===== src/rtl/topo_grid.sv =====
// topo_grid: whack-a-mole playfield with per-cell mole lifetimes, cursor strikes, hit/miss scoring and per-cell colour
// Ports: Clock/reset (async active-high); tick timebase strobe; spawn_valid/spawn_idx -> spawn_accept;
// cursor_idx + golpe strike level -> hit; escapes -> miss; saturating score/misses; rgb packed 3 bits per cell.
module topo_grid #(
  parameter int NUM_CELLS   = 9,
  parameter int IDX_W       = 4,
  parameter int LIFE_TICKS  = 60,
  parameter int FLASH_TICKS = 8,
  parameter int SCORE_W     = 8
) (
  input  logic                   Clock,
  input  logic                   reset,
  input  logic                   tick,
  input  logic                   spawn_valid,
  input  logic [IDX_W-1:0]       spawn_idx,
  output logic                   spawn_accept,
  input  logic [IDX_W-1:0]       cursor_idx,
  input  logic                   golpe,
  output logic                   hit,
  output logic                   miss,
  output logic [SCORE_W-1:0]     score,
  output logic [SCORE_W-1:0]     misses,
  output logic [3*NUM_CELLS-1:0] rgb
);
  localparam int MAX_T = LIFE_TICKS > FLASH_TICKS ? LIFE_TICKS : FLASH_TICKS;
  localparam int CNT_W = $clog2(MAX_T + 1);
  localparam int SUM_W = SCORE_W + 6;
  localparam logic [SUM_W-1:0] SAT = SUM_W'({SCORE_W{1'b1}});
  typedef enum logic [1:0] {EMPTY, UP, STRUCK} cell_t;
  cell_t            st    [NUM_CELLS];
  cell_t            st_n  [NUM_CELLS];
  logic [CNT_W-1:0] cnt   [NUM_CELLS];
  logic [CNT_W-1:0] cnt_n [NUM_CELLS];
  logic                   golpe_q, strike, take, struck_any;
  logic [SUM_W-1:0]       esc, miss_sum, score_sum;
  logic [SCORE_W-1:0]     score_n, misses_n;
  logic [3*NUM_CELLS-1:0] rgb_n;
  assign strike = golpe & ~golpe_q;
  // Every decision uses pre-edge cell state, so a strike on a cell being spawned
  // this edge whiffs and a spawn to a cell that is just leaving UP/STRUCK is dropped.
  // The strike branch precedes the tick branch so a strike beats a same-edge escape.
  always_comb begin
    st_n = st;
    cnt_n = cnt;
    take = 1'b0;
    struck_any = 1'b0;
    esc = '0;
    rgb_n = '0;
    for (int i = 0; i < NUM_CELLS; i++) begin
      if (st[i] == EMPTY && spawn_valid && spawn_idx == IDX_W'(i)) begin
        st_n[i] = UP;
        cnt_n[i] = CNT_W'(LIFE_TICKS);
        take = 1'b1;
      end else if (st[i] == UP && strike && cursor_idx == IDX_W'(i)) begin
        st_n[i] = STRUCK;
        cnt_n[i] = CNT_W'(FLASH_TICKS);
        struck_any = 1'b1;
      end else if (st[i] != EMPTY && tick) begin
        cnt_n[i] = cnt[i] - CNT_W'(1);
        if (cnt[i] == CNT_W'(1)) begin
          st_n[i] = EMPTY;
          esc = esc + SUM_W'(st[i] == UP);
        end
      end
      rgb_n[3*i +: 3] = st_n[i] == STRUCK ? 3'b111 :
                        st_n[i] == UP     ? (cursor_idx == IDX_W'(i) ? 3'b101 : 3'b110) :
                                            (cursor_idx == IDX_W'(i) ? 3'b001 : 3'b010);
    end
    miss_sum = SUM_W'(misses) + esc;
    score_sum = SUM_W'(score) + SUM_W'(struck_any);
    misses_n = miss_sum > SAT ? SAT[SCORE_W-1:0] : miss_sum[SCORE_W-1:0];
    score_n = score_sum > SAT ? SAT[SCORE_W-1:0] : score_sum[SCORE_W-1:0];
  end
  always_ff @(posedge Clock or posedge reset) begin
    if (reset) begin
      st <= '{default: EMPTY};
      cnt <= '{default: '0};
      golpe_q <= 1'b0;
      spawn_accept <= 1'b0;
      hit <= 1'b0;
      miss <= 1'b0;
      score <= '0;
      misses <= '0;
      rgb <= {NUM_CELLS{3'b010}};
    end else begin
      st <= st_n;
      cnt <= cnt_n;
      golpe_q <= golpe;
      spawn_accept <= take;
      hit <= struck_any;
      miss <= esc != '0;
      score <= score_n;
      misses <= misses_n;
      rgb <= rgb_n;
    end
  end
endmodule


===== config.mk =====
export PLATFORM = sky130hd
export DESIGN_NAME = topo_grid
export DESIGN_NICKNAME = d
export VERILOG_FILES = /design/src/rtl/topo_grid.sv
export SDC_FILE = /design/constraint.sdc
export NUM_CORES = 1
export LEC_CHECK = 0
export BUFFER_PORTS_ARGS = -buffer_cell sky130_fd_sc_hd__buf_4
export CAP_MARGIN = 10
export CORE_MARGIN = 1
export CORE_UTILIZATION = 39
export CTS_CLUSTER_SIZE = 28
export DETAILED_ROUTE_END_ITERATION = 12
export HOLD_SLACK_MARGIN = 0.05
export SETUP_SLACK_MARGIN = 0.4
export SYNTH_ARGS = -nofsm -noshare
export SYNTH_HDL_FRONTEND = slang
export SYNTH_SLANG_ARGS = --single-unit

===== constraint.sdc =====
create_clock -name Clock -period 9.9 [get_ports Clock]
set_input_delay 0.99 -clock Clock [delete_from_list [all_inputs] [get_ports Clock]]
set_output_delay 0.99 -clock Clock [all_outputs]
set_load 0.02 [all_outputs]

After elaboration in Yosys (flattened, before gate mapping)
Cells that the tools add are included.

storage, ports and cells
  input port bits = 13
  memories = 0
  memory bits (writable) = 0
  latch bits = 0
  memory bits (read-only) = 0
  output and inout port bits = 46
  word-level logic and storage cells = 339
  flip-flop bits (word level) = 119

operators by class
  reduce and logical (&&, ||, !) cells = 75
  shifts and indexed selects = 0
  muxes and demuxes = 164
  div/mod/pow operators = 0
  order comparisons = 2
  bitwise operators = 2
  multiply operators = 0
  equal/unequal tests = 52
  add/sub/neg operators = 19

operators with widths
  cell                                                            count
  two-way mux 14 bit                                              32
  two-way mux 6 bit                                               27
  adder 14 x 1 -> 14 bit                                          8
  two-way mux 2 bit                                               54
  == test 6 x 1 -> 1 bit, second input constant                   9
  two-way mux 3 bit                                               18
  subtractor 6 x 1 -> 6 bit, second input constant                9
  logical AND 1 bit                                               45
  == test 2 x 1 -> 1 bit, second input constant                   18
  == test 4 x 3 -> 1 bit, second input constant                   8
  two-way mux 1 bit                                               31
  nonzero test 3 bit                                              9
  == test 2 bit, second input constant                            9
  zero test 2 bit                                                 9
  nonzero test 2 bit                                              9
  == test 4 x 2 -> 1 bit, second input constant                   4
  two-way mux 8 bit                                               2
  adder 8 x 14 -> 14 bit                                          1
  greater-than comparator 14 x 8 -> 1 bit, second input constant  1
  nonzero test 14 bit                                             1
  adder 8 x 1 -> 9 bit                                            1
  greater-than comparator 9 x 8 -> 1 bit, second input constant   1
  == test 4 x 1 -> 1 bit, second input constant                   2
  == test 4 bit, second input constant                            2
  3 further kinds                                                 4

Depth between registers and ports, before layout
Gate-level depths: netlist of run 1.

  word-level depth = 49
  gate-level depth with buffers = 39
  gate-level depth less buffers = 39

Least setup slack after synthesis of run 1
No wires, ideal clock.

  kind = input to register
  start = input port cursor_idx[0]
  end = register misses[2]
  path buffers = 1
  setup time = 0.150 ns
  required time = 9.750 ns
  path slack = 2.094 ns
  stages = 37
  data arrival time = 7.657 ns
  cells stage by stage = buf_2 nor4_1 a2111oi_0 ha_1 nand4_1 nand2_1 ha_1 ha_1 nor4b_1 a21o_1 ha_1 nor2_1 nor2_1 ha_1 nand2_1 o31ai_2 ha_1 nor2_1 nor2_1 ha_1 nand2_1 o31ai_1 ha_1 mux2_2 ha_1 nand2_1 xnor2_1 ha_1 nor2b_1 o21ai_0 nand2_1 and2_1 o21ai_0 nand2b_1 a21o_1 a21oi_1 o21ai_0

on the way
  word-level cells in the longest chain between the ends = 47
  elaborated cells between the ends (all ways) = 63
  classes of those cells = add/sub: 9; order compare: 1; eq/ne: 8; mux: 35; reduce/logical: 10

ends and longest elaborated chain
  item                                     RTL line  text
  from (decl)                              17        input logic [IDX_W-1:0] cursor_idx,
  zero test 4 bit                          54        end else if (st[i] == UP && strike && cursor_idx == IDX_W'(i)) begin
  logical AND 1 bit                        54
  two-way mux 1 bit                        54
  two-way mux 1 bit                        50        if (st[i] == EMPTY && spawn_valid && spawn_idx == IDX_W'(i)) begin
  adder 14 x 1 -> 14 bit                   62        esc = esc + SUM_W'(st[i] == UP);
  two-way mux 14 bit                       60        if (cnt[i] == CNT_W'(1)) begin
  two-way mux 14 bit                       58        end else if (st[i] != EMPTY && tick) begin
  two-way mux 14 bit                       54
  (+32 left out)                           n/a
  two-way mux 14 bit                       60
  two-way mux 14 bit                       58
  two-way mux 14 bit                       54
  two-way mux 14 bit (*)                   50
  adder 8 x 14 -> 14 bit (*)               69        miss_sum = SUM_W'(misses) + esc;
  greater-than comparator 14 x 8 -> 1 bit  71        misses_n = miss_sum > SAT ? SAT[SCORE_W-1:0] : miss_sum[SCORE_W-1:0];
  two-way mux 8 bit (*)                    71
  via misses_n[2]                          36        logic [SCORE_W-1:0] score_n, misses_n;
  to (signal assigned)                     93        misses <= misses_n;
  to (decl)                                22        output logic [SCORE_W-1:0] misses,

The timed path passes the listed nets; every way through them passes the cells marked *.
A chain may end at the register's enable or synchronous reset.

Worst setup path in the final report of run 1
  start = input port cursor_idx[1]
  end = register misses[4]

Same word-level chain as after synthesis.

==> results.md, run 1 <==
* Topmost layer with routed signal wires: met4
* Portion of the clock cycle consumed by the worst path in the final layout at 83.7%
* Nets at 872
* Max Buffers Root-to-Sink at 2
* Post-Syn Instances at 747
* Post-Layout Inst Area at 0.00843 sq mm
* Share of the core filled with cells in the final layout at 46.7%
* Hpwl dp at 11.8 mm
* Wire length per cell at 15.3 um
* Syn Std Cell Area at 0.00720 sq mm
* TritonCTS clock tree: built
* Final antenna diode count at 0
* Worst stage delay on the critical path at 0.59 ns
* Pleak at 0.00391 uW
* Most common cell after layout, fill and taps aside: sky130_fd_sc_hd__dfrtp_1
* Cells taking the most area after synthesis: sky130_fd_sc_hd__dfrtp_1 38%, sky130_fd_sc_hd__ha_1 9.2%, sky130_fd_sc_hd__xnor2_1 4.9%
* Distinct cell type count after synthesis at 72
* Post-Route Setup TNS at 0 ns
* Overall die width at 138 um
* Met3 Routed Length at 643 um
* Critical-path cell with the highest stage delay: sky130_fd_sc_hd__nor4_1
* Placeable core region at 0.0180 sq mm
* Die Outline Area at 0.0190 sq mm
* #FFs+latches synth at 119
* Total number of yosys warnings at 0
* Starting utilization of the core area at 39.9%
* Worst ir drop on vdd at 0.127 mV
* Number of hold violations in the final report at 0
* I/O Pins at 59
* Headroom to the max-slew limit at 41.3%
* Type of origin of the critical path: primary input
* Placed cell area at 0.00785 sq mm
* Clock buffer count from CTS at 17
* Pwr dens at 259 mW/mm^2
* Reported max-cap violation count at 0
* Type of the tightest min-delay check: flip-flop to flip-flop
* Total global-route track usage at 18.4%
* Setup bufs post-CTS at 0
* Clk Latency, worst-skew pair at 0.42 ns
* Category of the critical setup timing path: primary input to flip-flop
* Highest Clock Rate at 0.121 GHz
* Floorplan die height at 138 um
* Area Overhead vs Synth at 17.0%
* Synth top area share at 38.2%
* Clock input transition at the sequential cells of the worst setup and hold paths at 0.06 ns
* Result of the run: finished, final reports clean
* Share of synthesized area occupied by flip-flops and latches at 41.5%
* Maximum number of pins on one net before global-route repair at 70
* Final slew viol count at 0
* Syn_area_per_cell at 9.64 sq um
* Via density at 5.26
* First-pass GRT wire length at 26.6 mm
* Maximum fanout along the worst path at 9
* Depth of the worst register-to-register path at 34
* Sum of routed wire segments on met1 at 7.76 mm
* Wire length on met2 at 7.32 mm
* DRC violations left at 0
* Router iterations before antenna repair at 5
* CP dominant cell by count: sky130_fd_sc_hd__ha_1
* Remaining antenna violation count after routing at 0
* Sort of element at the end of the critical path: flip-flop
* Violation count after the first detailed-routing iteration at 371
* Vias in the first global route at 5,215
* Number of synthesized flops with an enable pin at 0
* Hold Crit Depth at 1
* H-tree level count at 4
* Total number of vias at 5,503
* Largest area contributor in the netlist: sky130_fd_sc_hd__dfrtp_1
* # rows at 49
* Gr ovfl total at 0
* # resized after CTS at 0
* Most frequently used flop master after synthesis: sky130_fd_sc_hd__dfrtp_1
* Fraction of final layout cells with drive strength greater than 1 at 17.7%
* Worst Path Arrival at 8.55 ns
* Net count after synthesis at 814
* Detailed Route WL at 16.0 mm
* Setup repair after global routing missed its margin: no
* Time the final worst path needs with I/O delays and setup at 8.29 ns
* Worst-Margin Slew at 0.880 ns
* Antenna violations before repair at 0
* Final std cells w/o fill at 1,047
* Clock Skew at 0.00766 ns
* Weighted congestion reported at the end of routability-driven placement at 0.855
* Cts hold-fix bufs at 0
* Number of input and output port buffers inserted at 58
* Fraction of registers with async set or reset after synthesis at 100%
* Final setup violation count at 0
* Worst endpoint required time at 10.16 ns
* Cell count after placement at 1,015
* CTS sink count at 119
* Most frequent cells in the layout: 110 x sky130_fd_sc_hd__dfrtp_1, 74 x sky130_fd_sc_hd__nand2_1, 63 x sky130_fd_sc_hd__buf_4
* CTS Root Buffer Type: sky130_fd_sc_hd__clkbuf_16
Yosys cell counts (5+ instances only):
library cell and number:
sky130_fd_sc_hd__nand2b_1 16, sky130_fd_sc_hd__dfstp_2 9, sky130_fd_sc_hd__or3_1 10, sky130_fd_sc_hd__a211oi_1 8, sky130_fd_sc_hd__o21ai_0 27, sky130_fd_sc_hd__and4_1 7
sky130_fd_sc_hd__nor3b_1 6, sky130_fd_sc_hd__dfrtp_1 110, sky130_fd_sc_hd__o211ai_1 5, sky130_fd_sc_hd__a31oi_1 11, sky130_fd_sc_hd__nand4_1 7, sky130_fd_sc_hd__nand3_1 28
sky130_fd_sc_hd__mux2_2 6, sky130_fd_sc_hd__a21o_1 7, sky130_fd_sc_hd__nand2_1 74, sky130_fd_sc_hd__or2_2 12, sky130_fd_sc_hd__a21oi_1 29, sky130_fd_sc_hd__nor2b_1 19
sky130_fd_sc_hd__nor4b_1 5, sky130_fd_sc_hd__nor4_1 21, sky130_fd_sc_hd__inv_1 46, sky130_fd_sc_hd__xnor2_1 40, sky130_fd_sc_hd__or4_1 12, sky130_fd_sc_hd__buf_2 8
sky130_fd_sc_hd__ha_1 53, sky130_fd_sc_hd__and3_1 15, sky130_fd_sc_hd__xor2_1 16, sky130_fd_sc_hd__nor2_1 41, sky130_fd_sc_hd__nor3_1 23, sky130_fd_sc_hd__clkbuf_1 14
registers in the layout (all words and copies together), names as in the netlist:
signal / count
score: 8
st: 18
misses: 8
cnt: 54
golpe_q: 1
hit: 1
miss: 1
spawn_accept: 1
rgb: 27
kinds of logic after synthesis:
group / after synthesis / share of synthesized area (%)
and+or+nand+nor: 322 / 25.3
DFF: 119 / 41.5
AOI/OAI and AO/OA: 111 / 9.80
buffers and inverters: 70 / 4.00
xor gates and xnor gates: 63 / 8.74
adders and majority gates: 54 / 9.49
muxes: 7 / 1.08
other: 1 / 0.0521
layer usage:
layer	up-vias	GRT usage, %
li1	2760	-
met1	2632	25.5
met2	92	28.3
met3	19	3.76
met4	0	6.76
met5	-	0
path summary, 6_finish.rpt:
path | from | to | slack, ns
min reg2reg | cnt[11]$_DFFE_PP0P_ | cnt[11]$_DFFE_PP0P_ | 0.48
max | cursor_idx[1] | misses[4]$_DFF_PP0_ | 1.61
min | cnt[11]$_DFFE_PP0P_ | cnt[11]$_DFFE_PP0P_ | 0.48
min in group asynchronous | reset | cnt[6]$_DFFE_PP0P_ | 0.66
max in group asynchronous | reset | rgb[3]$_DFF_PP0_ | 7.90
max reg2reg | cnt[50]$_DFFE_PP0P_ | misses[4]$_DFF_PP0_ | 1.70
per-stage QoR:
stage / power, uW / hold slack, ns / setup WS (ns)
2_1_floorplan: 1360 / 0.439 / 2.09
3_3_place_gp: 1580 / 0.468 / 1.41
3_5_place_dp: 1590 / 0.465 / 1.21
4_1_cts: 2200 / 0.479 / 1.66
5_1_grt: 2350 / 0.512 / 0.751
6_report: 2180 / 0.481 / 1.61
critical path: cells and delay by family:
kind,cells,cell delay (ns)
simple gates,14,2.55
fa+ha+maj,8,2.11
compound gates,7,1.52
xor+xnor,4,0.98
mux,1,0.26
buf+inv,1,0.14
power by group:
part	internal (uW)	switching, uW
combinational	326	387
sequential	690	181
clock	360	236
area by class of cell:
class / instances / area [sq um]
Clock buffer: 19 / 453
Multi-Input combinational cell: 558 / 3920
Sequential cell: 119 / 2990
Fill cell: 1738 / 9600
Inverter: 46 / 175
Timing Repair Buffer: 63 / 473
Clock inverter: 13 / 125
Tap cell: 229 / 287
Note: power is estimated with default switching activity, not from simulation.
==> run 2, diff against run 1 <==
Settings changed: ABC_AREA set to 1.
Clock period 9.9 ns to 7.44 ns, I/O delays scaled along.
==> results.md, run 2 <==
* Result of the run: finished, final reports clean
* Via density at 4.88 (-7.1%)
* Most frequent cell after synthesis: sky130_fd_sc_hd__nand2_1
* Die Outline Area at 0.0200 sq mm (+5.1%)
* Synth top area share at 36.4% (-1.9 points)
* Type of the tightest min-delay check: primary input to asynchronous set/reset pin
* Gr ovfl total at 0 (unchanged)
* Register ranked first by flip-flop count: cnt
* Total net switching power at 1370 uW (+71%)
* Remaining antenna violation count after routing at 0 (unchanged)
* Distinct cell type count after synthesis at 47 (-35%)
* Clk Latency, worst-skew pair at 0.42 ns (about the same)
* CP dominant cell by count: sky130_fd_sc_hd__nand2_2
* Nets at 1,166 (+34%)
* Antenna violations before repair at 0 (unchanged)
* CTS sink count at 119 (unchanged)
* Fraction of registers with async set or reset after synthesis at 100% (unchanged)
* Largest registers: cnt x54, rgb x27, st x18
* Cell-internal power at 2020 uW (+47%)
* Detailed Route WL at 17.9 mm (+12%)
* Final slew viol count at 0 (unchanged)
* #FFs+latches synth at 119 (unchanged)
* Fraction of power consumed by the clock network at 25.6% (-1.7 points)
* Number of synthesized flops with an enable pin at 0 (unchanged)
* Starting utilization of the core area at 40.1% (+0.12 points)
* Syn Std Cell Area at 0.00757 sq mm (+5.1%)
* Worst endpoint required time at 7.74 ns (-2.42 ns)
* Total number of yosys warnings at 0 (unchanged)
* Highest Clock Rate at 0.149 GHz
* Final setup violation count at 0 (unchanged)
* Clock Skew at 0.0103 ns (+0.00259 ns)
* Worst Path Arrival at 7.01 ns (-1.54 ns)
* Portion of the clock cycle consumed by the worst path in the final layout at 90.1%
* Net count after synthesis at 1,052 (+29%)
* Time the final worst path needs with I/O delays and setup at 6.70 ns
* Fraction of final layout cells with drive strength greater than 1 at 25.8% (+8.1 points)
* Type of origin of the critical path: flip-flop
* Cts hold-fix bufs at 0 (unchanged)
* Depth of the worst register-to-register path at 49 (+44%)
* Clock input transition at the sequential cells of the worst setup and hold paths at 0.06 ns (about the same)
* Weighted congestion reported at the end of routability-driven placement at 0.855 (about the same)
* Critical-path cell with the highest stage delay: sky130_fd_sc_hd__dfrtp_1
* CTS Root Buffer Type: sky130_fd_sc_hd__clkbuf_16
* Headroom to the max-slew limit at 36.7% (-4.7 points)
* Gate power share at 41.7% (+9.0 points)
* Clock buffer count from CTS at 17 (unchanged)
* Number of input and output port buffers inserted at 58 (unchanged)
* Total number of vias at 6,696 (+22%)
* Share of synthesized area occupied by flip-flops and latches at 39.5% (-2.0 points)
* First-pass GRT wire length at 30.3 mm (+14%)
* # rows at 50 (+2.0%)
* Syn_area_per_cell at 7.69 sq um (-20%)
* Wire length per cell at 13.0 um (-15%)
* Total global-route track usage at 19.2% (+0.77 points)
* DRC violations left at 0 (unchanged)
* Largest area contributor in the netlist: sky130_fd_sc_hd__dfrtp_1
* Worst ir drop on vdd at 0.209 mV (+64%)
* Router iterations before antenna repair at 5 (unchanged)
* TritonCTS clock tree: built
* Cells taking the most area after synthesis: sky130_fd_sc_hd__dfrtp_1 36%, sky130_fd_sc_hd__nand2_1 8.9%, sky130_fd_sc_hd__ha_1 8.8%
* Max Buffers Root-to-Sink at 2 (unchanged)
* Floorplan die height at 141 um (+2.5%)
* Sort of element at the end of the critical path: flip-flop
* Area Overhead vs Synth at 26.2%
* Commonest cells post-synth: 179 x sky130_fd_sc_hd__nand2_1, 176 x sky130_fd_sc_hd__inv_1, 110 x sky130_fd_sc_hd__dfrtp_1
* Most frequent cells in the layout: 167 x sky130_fd_sc_hd__inv_1, 162 x sky130_fd_sc_hd__nand2_1, 110 x sky130_fd_sc_hd__dfrtp_1
* Maximum fanout along the worst path at 3 (-6)
* Post-layout power at 3390 uW (+56%)
* Setup repair after global routing missed its margin: no
* Pwr dens at 355 mW/mm^2 (+37%)
* Most common cell after layout, fill and taps aside: sky130_fd_sc_hd__inv_1
* Reported max-cap violation count at 0 (unchanged)
* Flop pwr share at 32.7% (-7.3 points)
* Flip-flop count of the largest register after layout at 54 (unchanged)
* Overall die width at 141 um (+2.5%)
* Violation count after the first detailed-routing iteration at 344 (-7.3%)
* Share of total power consumed by net switching at 40.4% (+3.5 points)
* Category of the critical setup timing path: flip-flop to flip-flop
* Hpwl dp at 13.1 mm (+11%)
* Vias in the first global route at 6,464 (+24%)
* Final antenna diode count at 0 (unchanged)
* Maximum number of pins on one net before global-route repair at 75 (+7.1%)
* Placeable core region at 0.0189 sq mm (+4.8%)
* Most frequently used flop master after synthesis: sky130_fd_sc_hd__dfrtp_1
* Number of hold violations in the final report at 0 (unchanged)
* I/O Pins at 59 (unchanged)
* Worst-Margin Slew at 0.950 ns (+0.0702 ns)
* Share of the core filled with cells in the final layout at 50.6% (+3.8 points)
* H-tree level count at 4 (unchanged)
* Pleak at 0.00500 uW (+28%)
* Post-Syn Instances at 985 (+32%)
* Worst stage delay on the critical path at 0.40 ns (-0.19 ns)
## run 2: changes by cell type after synthesis, moves of 16 or more
cell,delta
sky130_fd_sc_hd__inv_2,+19
sky130_fd_sc_hd__nor4_1,-19
sky130_fd_sc_hd__nor2_1,+63
sky130_fd_sc_hd__nand2_1,+105
sky130_fd_sc_hd__o21ai_0,+28
sky130_fd_sc_hd__nand4_1,+17
sky130_fd_sc_hd__nor2_2,+19
sky130_fd_sc_hd__nand2_2,+21
sky130_fd_sc_hd__nand2b_1,-16
sky130_fd_sc_hd__inv_1,+130
sky130_fd_sc_hd__xnor2_1,-33
sky130_fd_sc_hd__nand3_1,+44
sky130_fd_sc_hd__nor2b_1,-19
## run 2: kinds of logic (layout without fill, tap and decap cells)
kind of cell	Yosys count	count (layout)	share of synthesized area [%]
simple gates	480	480	30.3
buf+inv	198	325	9.92
flops	119	119	39.5
compound gates	109	109	8.40
fa+ha+maj	54	54	9.02
xor+xnor	24	24	2.78
other cells	1	1	0.0495
## run 2: worst paths after layout
check,start,end,slack [ns]
min in group Clock,golpe,golpe_q$_DFF_PP0_,0.45
setup reg to reg,cnt[49]$_DFFE_PP0P_,misses[7]$_DFF_PP0_,0.74
hold / removal,reset,cnt[52]$_DFFE_PP0P_,0.39
max in group asynchronous,reset,st[1]$_DFF_PP0_,5.68
hold reg to reg,cnt[27]$_DFFE_PP0P_,cnt[27]$_DFFE_PP0P_,0.50
setup / recovery,cnt[49]$_DFFE_PP0P_,misses[7]$_DFF_PP0_,0.74
## run 2: worst max-delay path: cells and delay by family (launching register included)
kind | cells | cell delay (ns)
adders and majority gates | 11 | 2.55
buffers and inverters | 9 | 0.72
and+or+nand+nor | 25 | 2.53
AOI/OAI and AO/OA | 3 | 0.26
DFF | 1 | 0.40
xor gates and xnor gates | 1 | 0.11
## run 2: per-stage QoR
stage,cells,setup slack (ns),hold WS [ns],TNS [ns],cell area [sq um]
floorplan,985,0.434,0.458,0,7580
global placement,1321,0.0165,0.493,0,8480
detailed placement,1321,-0.128,0.492,-0.447,8480
CTS,1362,0.405,0.405,0,9200
global route,1372,0.325,0.431,0,9550
finish,1372,0.737,0.388,0,9550
## run 2: cell type report
cell class	count	area, sq um
inverter	196	741
sequential	119	2990
tap	260	325
timing repair buffer	97	728
multi-input combinational	668	4150
clock inverter	15	193
clock buffer	17	425
fill	1876	9340
## run 2: timing repair
action	4_1_cts	5_1_grt
buffers inserted	9	10
setup endpoints to repair	8	8
endpoints found under the hold margin	0	0
pin swaps	10	39
gates resized for setup	13	61
## run 2: power groups by stage
| stage | clock network [uW] | registers [uW] | logic (uW) |
|---|---|---|---|
| final | 868 | 1110 | 1420 |
| after global routing | 915 | 1150 | 1620 |
| after CTS | 885 | 1100 | 1340 |
| after detailed placement | 0 | 1110 | 1320 |
| after global placement | 0 | 1110 | 1290 |
| after floorplan | 0 | 1160 | 877 |
## run 2: per-layer routing
metal | vias up | track usage (%) | part of all wire, %
li1 | 3389 | - | -
met1 | 3150 | 25.7 | 48
met2 | 138 | 31.1 | 47
met3 | 19 | 3.88 | 4.0
met4 | 0 | 6.18 | 1.4
met5 | - | 0 | 0
==> run 3, diff against run 2 <==
Settings changed: CTS_CLUSTER_DIAMETER set to 120.
Clock period 7.44 ns to 7.9 ns, I/O delays scaled along.
==> results.md, run 3 (synthesis results as in run 2) <==
* Pre-CTS WS at -0.207 ns (-0.0797 ns)
* Share of the core filled with cells in the final layout at 48.4% (-2.1 points)
* Worst ir drop on vdd at 0.181 mV (-13%)
* CTS sink count at 119 (unchanged)
* Weighted congestion reported at the end of routability-driven placement at 0.891 (+4.2%)
* Total global-route track usage at 18.9% (-0.28 points)
* Largest registers: cnt x54, rgb x27, st x18
* Type of origin of the critical path: flip-flop
* Starting utilization of the core area at 40.1% (unchanged)
* Flip-flop count of the largest register after layout at 54 (unchanged)
* Final slew viol count at 0 (unchanged)
* Via density at 4.85 (-0.65%)
* H-tree level count at 4 (unchanged)
* Antenna violations before repair at 0 (unchanged)
* # rows at 50 (unchanged)
* Total number of vias at 6,531 (-2.5%)
* Router iterations before antenna repair at 5 (unchanged)
* Vias in the first global route at 6,241 (-3.4%)
* Clock Skew at 0.0103 ns (+0.0000228 ns)
* Maximum fanout along the worst path at 8 (+5)
* Portion of the clock cycle consumed by the worst path in the final layout at 89.9% (-0.17 points)
* Register ranked first by flip-flop count: cnt
* Clock buffer count from CTS at 17 (unchanged)
* Maximum number of pins on one net before global-route repair at 69 (-8.0%)
* I/O Pins at 59 (unchanged)
* Clk Latency, worst-skew pair at 0.42 ns (about the same)
* Max Buffers Root-to-Sink at 2 (unchanged)
* TritonCTS clock tree: built
* Minimum setup slack in the final design at 0.796 ns (+0.0587 ns)
* First-pass GRT wire length at 29.8 mm (-1.8%)
* Cts hold-fix bufs at 0 (unchanged)
* Floorplan die height at 141 um (unchanged)
* Hold Crit Depth at 1
* Final setup violation count at 0 (unchanged)
* Worst stage delay on the critical path at 0.40 ns (about the same)
* Worst slack on hold paths at 0.493 ns (+0.105 ns)
* Reported max-cap violation count at 0 (unchanged)
* Number of hold violations in the final report at 0 (unchanged)
* Most frequent cells in the layout: 170 x sky130_fd_sc_hd__inv_1, 170 x sky130_fd_sc_hd__nand2_1, 110 x sky130_fd_sc_hd__dfrtp_1
* Die Outline Area at 0.0200 sq mm (unchanged)
* Category of the critical setup timing path: flip-flop to flip-flop
* Detailed Route WL at 17.5 mm (-2.0%)
* Clock input transition at the sequential cells of the worst setup and hold paths at 0.06 ns (about the same)
* Final antenna diode count at 0 (unchanged)
* Setup repair after global routing missed its margin: no
* Hpwl dp at 13.2 mm (+0.97%)
* Worst Path Arrival at 7.40 ns (+0.39 ns)
* CTS Root Buffer Type: sky130_fd_sc_hd__clkbuf_16
* Post-layout power at 3090 uW (-8.8%)
* Number of input and output port buffers inserted at 58 (unchanged)
* Area Overhead vs Synth at 20.8%
* Worst endpoint required time at 8.20 ns (+0.46 ns)
* Pwr dens at 338 mW/mm^2 (-4.8%)
* Gr ovfl total at 0 (unchanged)
* Placeable core region at 0.0189 sq mm (unchanged)
* Remaining antenna violation count after routing at 0 (unchanged)
* Headroom to the max-slew limit at 45.2% (+8.6 points)
* Time the final worst path needs with I/O delays and setup at 7.10 ns (+0.401 ns)
* DRC violations left at 0 (unchanged)
* Critical-path cell with the highest stage delay: sky130_fd_sc_hd__dfrtp_1
* Type of the tightest min-delay check: flip-flop to flip-flop
* Sort of element at the end of the critical path: flip-flop
* Pleak at 0.00487 uW (-2.6%)
* Nets at 1,141 (-2.1%)
* Highest Clock Rate at 0.141 GHz (-5.6%)
* Depth of the worst register-to-register path at 49 (unchanged)
* Wire length per cell at 13.0 um (-0.20%)
* Violation count after the first detailed-routing iteration at 320 (-7.0%)
* Result of the run: finished, final reports clean
* Worst-Margin Slew at 0.822 ns (-0.129 ns)
* Fraction of final layout cells with drive strength greater than 1 at 22.0% (-3.8 points)
* Overall die width at 141 um (unchanged)
==> run 3: cell count changes in the layout (fill, tap and decap cells not counted), sizes merged <==
| cell | change |
|---|---|
| clkinv | -2 |
| inv | +2 |
| buf | -25 |
| bufinv | -1 |
| clkbuf | +1 |
==> run 3: power breakdown <==
part           leakage, uW  internal [uW]  switching (uW)
logic              0.00315            501             766
registers          0.00143            861             182
clock network     0.000289            473             313
total              0.00487           1830            1260
==> run 3: final cells by class <==
type	instances	area, sq um
multi-input cells	668	3960
repair buffers	72	541
flip-flops and latches	119	2990
well taps	260	325
inverters	196	738
clock buffers	18	429
fillers	1915	9750
clock inverters	14	163
==> run 3: worst max-delay path: cells and delay by family (launching register included) <==
kind | cells | cell delay (ns)
AO/OA/AOI/OAI | 6 | 0.80
adder cells (fa/ha/maj) | 11 | 2.61
buffers and inverters | 9 | 0.51
flip-flops | 1 | 0.40
AND/OR/NAND/NOR | 23 | 2.63
==> run 3: final timing paths <==
| check | startpoint | slack (ns) | to |
|---|---|---|---|
| max | cnt[49]$_DFFE_PP0P_ | 0.80 | misses[2]$_DFF_PP0_ |
| min | cnt[27]$_DFFE_PP0P_ | 0.49 | cnt[27]$_DFFE_PP0P_ |
| max reg2reg | cnt[49]$_DFFE_PP0P_ | 0.80 | misses[2]$_DFF_PP0_ |
| min reg2reg | cnt[27]$_DFFE_PP0P_ | 0.49 | cnt[27]$_DFFE_PP0P_ |
| max in group asynchronous | reset | 6.17 | cnt[0]$_DFFE_PP0P_ |
| min in group asynchronous | reset | 0.54 | cnt[47]$_DFFE_PP0P_ |
==> run 3: layer usage <==
| layer | GRT usage (%) | vias up | wire, um | share of wire (%) |
|---|---|---|---|---|
| met5 | 0 | - | 0 | 0 |
| met3 | 3.98 | 14 | 678 | 3.9 |
| li1 | - | 3350 | - | - |
| met1 | 24.9 | 3044 | 8550 | 49 |
| met4 | 5.15 | 0 | 176 | 1.0 |
| met2 | 31.4 | 123 | 8140 | 46 |
==> run 3: metrics by stage <==
stage               std cells  cell area (sq um)  setup TNS (ns)
floorplan                 985               7570               0
global placement         1309               8380               0
detailed placement       1309               8380           -1.01
CTS                      1341               8980               0
global route             1347               9150               0
finish                   1347               9150               0
==> run 3: repair_timing <==
| action | 4_1_cts | 5_1_grt |
|---|---|---|
| gates resized for setup | 2 | 42 |
| setup buffers | 0 | 6 |
| pin swaps | 0 | 21 |
| endpoints found under the setup margin | 8 | 8 |
